==> config.mk <==
export PLATFORM = sky130hd
export DESIGN_NAME = upload_arbiter
export DESIGN_NICKNAME = d
export VERILOG_FILES = /design/src/rtl/upload_arbiter.sv
export SDC_FILE = /design/constraint.sdc
export NUM_CORES = 1
export LEC_CHECK = 0
export ABC_CLOCK_PERIOD_IN_PS = 7170
export BUFFER_PORTS_ARGS = -buffer_cell sky130_fd_sc_hd__clkbuf_2
export CORE_MARGIN = 2
export CORE_UTILIZATION = 45
export CTS_BUF_LIST = sky130_fd_sc_hd__clkbuf_4 sky130_fd_sc_hd__clkbuf_8 sky130_fd_sc_hd__clkbuf_16
export DETAILED_ROUTE_END_ITERATION = 12
export PLACE_DENSITY = 0.68
export SLEW_MARGIN = 20
export SYNTH_ARGS = -nofsm -noshare
export SYNTH_HDL_FRONTEND = slang
export SYNTH_SLANG_ARGS = --single-unit
==> constraint.sdc <==
create_clock -name clk -period 7.17 [get_ports clk]
set_input_delay 1.434 -clock clk [delete_from_list [all_inputs] [get_ports clk]]
set_output_delay 1.434 -clock clk [all_outputs]
set_load 0.01 [all_outputs]
==> src/rtl/upload_arbiter.sv <==
// rtl/upload_arbiter.sv - round-robin framer merging source packets onto the USB upload byte stream
// Frame: HDR0 HDR1 cmd lenH lenL payload[len] checksum.
module upload_arbiter #(
  parameter int         NUM_SRC = 3,
  parameter logic [7:0] HDR0    = 8'hAA,
  parameter logic [7:0] HDR1    = 8'h44
) (
  input  logic                    clk,
  input  logic                    rst,
  input  logic [NUM_SRC-1:0]      src_req,
  input  logic [NUM_SRC*8-1:0]    src_cmd,
  input  logic [NUM_SRC*16-1:0]   src_len,
  input  logic [NUM_SRC*8-1:0]    src_data,
  input  logic [NUM_SRC-1:0]      src_valid,
  output logic [NUM_SRC-1:0]      src_ready,
  output logic [NUM_SRC-1:0]      src_grant,
  output logic [7:0]              upload_data,
  output logic                    upload_valid,
  input  logic                    upload_ready,
  output logic                    busy
);
  localparam int IW = (NUM_SRC > 1) ? $clog2(NUM_SRC) : 1;

  typedef enum logic [2:0] {IDLE, H0, H1, CMD, LENH, LENL, DATA, CSUM} state_t;

  state_t        state, state_nxt;
  logic [IW-1:0] gnt_idx, last_grant, win_idx, cand;
  logic          win_found;
  logic [7:0]    cmd_q, csum, win_cmd, gnt_data;
  logic [15:0]   len_q, cnt, win_len;
  logic          gnt_valid, xfer;
  int            idx;

  assign xfer      = upload_valid && upload_ready;
  assign win_cmd   = src_cmd[{win_idx, 3'b000} +: 8];
  assign win_len   = src_len[{win_idx, 4'b0000} +: 16];
  assign gnt_data  = src_data[{gnt_idx, 3'b000} +: 8];
  assign gnt_valid = src_valid[gnt_idx];

  // Search begins one past the last winner so every requester gets a turn.
  always_comb begin
    win_found = 1'b0;
    win_idx   = '0;
    idx       = 0;
    cand      = '0;
    for (int k = 0; k < NUM_SRC; k++) begin
      idx = int'(last_grant) + 1 + k;
      if (idx >= NUM_SRC) idx = idx - NUM_SRC;
      cand = IW'(idx);
      if (!win_found && src_req[cand]) begin
        win_found = 1'b1;
        win_idx   = cand;
      end
    end
  end

  always_ff @(posedge clk or posedge rst) begin
    if (rst) state <= IDLE;
    else     state <= state_nxt;
  end

  always_comb begin
    state_nxt = state;
    case (state)
      IDLE:    if (win_found) state_nxt = H0;
      H0:      if (xfer) state_nxt = H1;
      H1:      if (xfer) state_nxt = CMD;
      CMD:     if (xfer) state_nxt = LENH;
      LENH:    if (xfer) state_nxt = LENL;
      LENL:    if (xfer) state_nxt = (len_q == 16'd0) ? CSUM : DATA;
      DATA:    if (xfer && (cnt == len_q - 16'd1)) state_nxt = CSUM;
      CSUM:    if (xfer) state_nxt = IDLE;
      default: state_nxt = IDLE;
    endcase
  end

  always_comb begin
    upload_data  = 8'h00;
    upload_valid = 1'b0;
    src_ready    = '0;
    src_grant    = '0;
    busy         = (state != IDLE);
    if (state != IDLE) src_grant[gnt_idx] = 1'b1;
    case (state)
      H0:   begin upload_data = HDR0;         upload_valid = 1'b1; end
      H1:   begin upload_data = HDR1;         upload_valid = 1'b1; end
      CMD:  begin upload_data = cmd_q;        upload_valid = 1'b1; end
      LENH: begin upload_data = len_q[15:8];  upload_valid = 1'b1; end
      LENL: begin upload_data = len_q[7:0];   upload_valid = 1'b1; end
      DATA: begin
        upload_data        = gnt_data;
        upload_valid       = gnt_valid;
        src_ready[gnt_idx] = upload_ready;
      end
      CSUM: begin upload_data = csum;         upload_valid = 1'b1; end
      default: ;
    endcase
  end

  // Header fields are folded into the checksum at grant time; payload adds on each transfer.
  always_ff @(posedge clk or posedge rst) begin
    if (rst) begin
      gnt_idx    <= '0;
      last_grant <= IW'(NUM_SRC - 1);
      cmd_q      <= 8'h00;
      len_q      <= 16'h0000;
      cnt        <= 16'h0000;
      csum       <= 8'h00;
    end else begin
      case (state)
        IDLE: if (win_found) begin
          gnt_idx <= win_idx;
          cmd_q   <= win_cmd;
          len_q   <= win_len;
          cnt     <= 16'h0000;
          csum    <= win_cmd + win_len[15:8] + win_len[7:0];
        end
        DATA: if (xfer) begin
          cnt  <= cnt + 16'd1;
          csum <= csum + gnt_data;
        end
        CSUM: if (xfer) last_grant <= gnt_idx;
        default: ;
      endcase
    end
  end
endmodule

=== Word-level counts from Yosys, hierarchy flattened ===
Index checks and enable logic that the tools add are counted.

* Register bits: 55
* Input bits: 105
* Output and inout bits: 16
* Logic and storage cells: 102

* Add/subtract/negate cells: 11
* Magnitude comparators: 8
* Eq/ne operators: 17
* Shift-type cells: 3
* Mux-type cells: 39
* Bitwise operators: 1
* Reductions and logical operators: 16

{| class="wikitable"
|+ Operators by type and width
! operator !! number
|-
| $pmux 8 s7 || 1
|-
| $shiftx 24x6->8 || 2
|-
| $shiftx 48x7->16 || 1
|-
| $mux 16 || 2
|-
| $pmux 16 s2 || 1
|-
| $mux 3 || 10
|-
| $add 8x8->8 || 3
|-
| $pmux 3 s8 || 1
|-
| $ne 2x2->1 const B || 9
|-
| $add 16x1->16 const B || 1
|-
| $eq 16x16->1 || 1
|-
| $logic_not 16->1 || 1
|-
| $mux 8 || 2
|-
| $pmux 8 s2 || 1
|-
| $sub 16x1->16 const B || 1
|-
| $eq 3x3->1 const B || 4
|-
| $lt 2x3->1 const B || 4
|-
| $mux 2 || 6
|-
| $mux 1 || 9
|-
| $bmux 1 s2 || 4
|-
| $ge 4x2->1 const B || 2
|-
| $reduce_and 8->1 || 1
|-
| $eq 3x2->1 const B || 2
|-
| $reduce_or 6->1 || 1
|-
| 17 further kinds || 25
|}

=== Depth between registers and ports, before layout ===
* Depth after elaboration: 17
* Gate-level depth with buffers: 22

=== Worst setup path after synthesis ===
No wires, ideal clock.

* Kind: input to register
* Start: in src_req[2]
* End: reg csum[7]
* Setup time: 124 ps
* Data arrival time: 5371 ps
* Slack: 1675 ps
* Stages on the path: 19
* Cell sequence: mux2i_1 -> nand2_1 -> o41ai_2 -> buf_2 -> buf_2 -> buf_2 -> a21oi_1 -> fa_1 -> inv_1 -> ha_1 -> fa_1 -> a211oi_1 -> nor2_1 -> o21a_1 -> nor2_1 -> xnor2_1 -> xnor2_1 -> xnor2_1 -> a211o_1

* Word-level cells in the longest chain between the ends: 14
* Elaborated cells on any way between the ends: 24

{| class="wikitable"
|+ RTL lines
! element !! RTL line !! RTL
|-
| from (decl) || 10 || <nowiki>input logic [NUM_SRC-1:0] src_req,</nowiki>
|-
| $bmux 1 s2 || 50 || <nowiki>if (!win_found && src_req[cand]) begin</nowiki>
|-
| $mux 1 (not written as such) || 50 ||
|-
| $mux 1 || 50 ||
|-
| $logic_not 1->1 || 50 ||
|-
| $logic_and 1x1->1 || 50 ||
|-
| $mux 1 || 50 ||
|-
| $logic_not 1->1 || 50 ||
|-
| $logic_and 1x1->1 || 50 ||
|-
| $mux 2 || 50 ||
|-
| $shiftx 48x7->16 or $shiftx 24x6->8 (tied branches) || 36, 35 ||
|-
| $add 8x8->8 (2 in series) || 116 || <nowiki>csum <= win_cmd + win_len[15:8] + win_len[7:0];</nowiki>
|-
| $mux 8 || 111 || <nowiki>IDLE: if (win_found) begin</nowiki>
|-
| $pmux 8 s2 || 110 || <nowiki>case (state)</nowiki>
|-
| to (signal assigned) || 116 ||
|-
| to (signal assigned) || 120 || <nowiki>csum <= csum + gnt_data;</nowiki>
|-
| to (decl) || 29 || <nowiki>logic [7:0] cmd_q, csum, win_cmd, gnt_data;</nowiki>
|}

Several ways; a longest one is shown, not always the timed one. The select of a mux whose other input is x is not followed.
A chain may end at the register's enable or synchronous reset.

=== Worst setup path after layout ===
Ends and elaborated chain as after synthesis.

==> flow_summary.json <==
{
  "ys_async_sr_fraction": 1.00,
  "cts_tree": "built",
  "synth_compound_area_frac": 0.177,
  "ys_top_cells_by_area": "dfrtp_1 (28%), mux2i_1 (7.9%), xnor2_1 (5.8%)",
  "dieWidth_um": 108,
  "worstPathRequired_ns": 7.37,
  "wl_per_cell_um": 16.9,
  "cap_violations": 0,
  "antenna_found_initial": 0,
  "crit_family": "compound AO/OA/AOI/OAI gates",
  "diodes": 0,
  "areaGrowthSynthToFinish_pct": 16.0,
  "dpl.hpwl_um": 11300,
  "critPathMaxFanout": 25,
  "cpPeakStageDelay_ns": 0.94,
  "synth.net_count": 717,
  "crit_arrival_ns": 5.98,
  "postRouteAntennaNets": 0,
  "clkSlewWorstSetupHoldPaths_ns": 0.11,
  "post-cts-setup-buffer-count": 0,
  "avgSynthCellArea_um2": 8.31,
  "dieArea_mm2": 0.0116,
  "crit_buf_inv": 3,
  "cp_cell_sequence": "clkbuf_2 > mux2i_1 > nand2_1 > o41ai_4 > buf_4 > a21oi_1 > fa_1 > inv_1 > ha_1 > fa_1 > a211oi_1 > nor2_1 > o21a_1 > nor2_1 > xnor2_1 > xnor2_1 > xnor2_1 > a211o_1",
  "tightest_slew_ns": 1.07,
  "cts_buffers": 5,
  "ir_worst_vdd_v": 0.000327,
  "synth_ff_type": "dfrtp_1",
  "fp.dieH_um": 108,
  "yosys.area.top_type": "dfrtp_1",
  "hold_violations": 0,
  "slowest_stage": "o41ai_4",
  "synth-seq-area-share": 0.284,
  "port_buffers": 120,
  "grt_max_degree": 56,
  "cts_resized": 0,
  "synth-simple-area-share": 0.190,
  "setup_viol": 0,
  "p_per_area_mw_per_mm2": 549,
  "fin_nets": 818,
  "tns_ns": 0,
  "globalRouteTotalUtil": 0.244,
  "cts_sinks": 55,
  "yosys.area_share.adder": 0.0889,
  "grt-ovfl-total": 0,
  "synth_most_common_cell": "nand2_1",
  "io_pins": 121,
  "synth.top_cell.area_share": 0.279,
  "worstSetupEndpointType": "register",
  "ctsHoldBuffers": 0,
  "clock_latency_ns": 0.31,
  "syn_inst": 583,
  "ys_types": 61,
  "synth-edff-count": 0,
  "skew_ns": 0.0135,
  "core_mm2": 0.0104,
  "synth-xor-area-share": 0.0886,
  "slew-limit-headroom": 0.287,
  "grt_pass1_vias": 4395,
  "cts-htree-levels": 2,
  "hold_path.class": "register to register",
  "via_count": 4627,
  "synth_seq_cells": 55,
  "period_needed_ns": 5.78,
  "period_share": 0.807,
  "synth_top_cells_by_count": "nand2_1 (65), nor2_1 (64), dfrtp_1 (54)",
  "clock_path_buffers": 2,
  "synth_area_mm2": 0.00484,
  "final_area_mm2": 0.00562,
  "rsz0062_at_grt": "no",
  "route.detailed.drc": 0,
  "gp_routability_congestion": 0.907,
  "ctsRootBufferMaster": "clkbuf_8",
  "p_leak_nw": 2.60,
  "placed_area_mm2": 0.00553,
  "worstSetupPathType": "input port to register",
  "drive_gt1_frac": 0.232,
  "yosys_warnings": 0,
  "synth_top_family_by_area": "simple AND/OR/NAND/NOR gates",
  "grt_pass1_wl_um": 22300,
  "drt_iter0_markers": 339,
  "start_kind": "input port",
  "status": "finished, final reports clean",
  "fmax_mhz": 173,
  "wl_um": 13900,
  "cpMostUsedCell": "xnor2_1",
  "drt-vias-per-instance": 5.64,
  "holdWs_ns": 0.494,
  "slew_viol_final": 0,
  "rows": 37,
  "initial_core_util": 0.467,
  "drt_first_pass_iters": 5,
  "muxShareOfSynthArea": 0.123
}
## state kept, by name, indices dropped and copies added (netlist names)
name and count:
len_q 16, csum 8, cnt 16, last_grant 2
gnt_idx 2, cmd_q 8, state 3
## tightest hold or removal path, cell delays in order (launching register included)
cell and delay [ns]:
dfrtp_1 0.36, nand2_1 0.05, o21ai_0 0.06
## metrics by stage
step	worst slack (ns)	utilization	power, W	instances
finish	1.39	0.542	0.00308	821
detailed placement	1.10	0.533	0.00288	813
global route	1.05	0.542	0.00337	821
floorplan	1.67	-	0.00229	583
global placement	1.26	0.533	0.00282	813
CTS	1.44	0.542	0.00307	821
## metal layers
metal,track usage,wire length (um),vias up
li1,-,-,2241
met1,0.343,6350,2163
met2,0.408,6490,199
met3,0.0248,791,24
met4,0.0531,279,0
met5,0,0,-
## worst paths after layout
kind	depth (start not counted)	slack [ns]	start	to
min reg2reg	2	0.49	cmd_q[5]	cmd_q[5]
min	2	0.49	cmd_q[5]	cmd_q[5]
min in group asynchronous	3	1.27	rst	cnt[2]
max reg2reg	18	1.70	last_grant[0]	csum[7]
max in group asynchronous	3	5.40	rst	cnt[9]
max	18	1.39	src_req[2]	csum[7]
## power breakdown
| group | leakage [nW] | internal [W] | switching (W) |
|---|---|---|---|
| logic | 1.86 | 0.000974 | 0.00127 |
| registers | 0.695 | 0.000424 | 0.000229 |
| clock network | 0.0485 | 0.0000705 | 0.000113 |
| total | 2.60 | 0.00147 | 0.00161 |
## layout by cell type (no fill, tap or decap), types with 9 or more instances in the layout
| master | n |
|---|---|
| clkbuf_2 | 120 |
| nand2_1 | 64 |
| nor2_1 | 64 |
| dfrtp_1 | 54 |
| o21ai_0 | 53 |
| a21oi_1 | 41 |
| mux2i_1 | 38 |
| xnor2_1 | 32 |
| inv_1 | 26 |
| ha_1 | 20 |
| xor2_1 | 17 |
| mux2_2 | 14 |
| nand3_1 | 10 |
| nor4_1 | 10 |
| fa_1 | 9 |
## area by class of cell
type | count | area, um^2
clock buffer | 5 | 68.8
clock inverter | 3 | 22.5
fill | 1006 | 4750
inverter | 28 | 105
multi-input combinational | 470 | 3240
sequential | 55 | 1380
tap | 136 | 170
timing repair buffer | 124 | 631
## kinds of logic (layout without fill, tap and decap cells)
group,after synthesis,count (layout)
AO/OA/AOI/OAI,139,139
XOR/XNOR,49,49
adder cells (fa/ha/maj),29,29
buffers and inverters,58,160
flip-flops,55,55
multiplexers,55,55
AND/OR/NAND/NOR,198,198
Note: power is estimated with default switching activity, not from simulation.
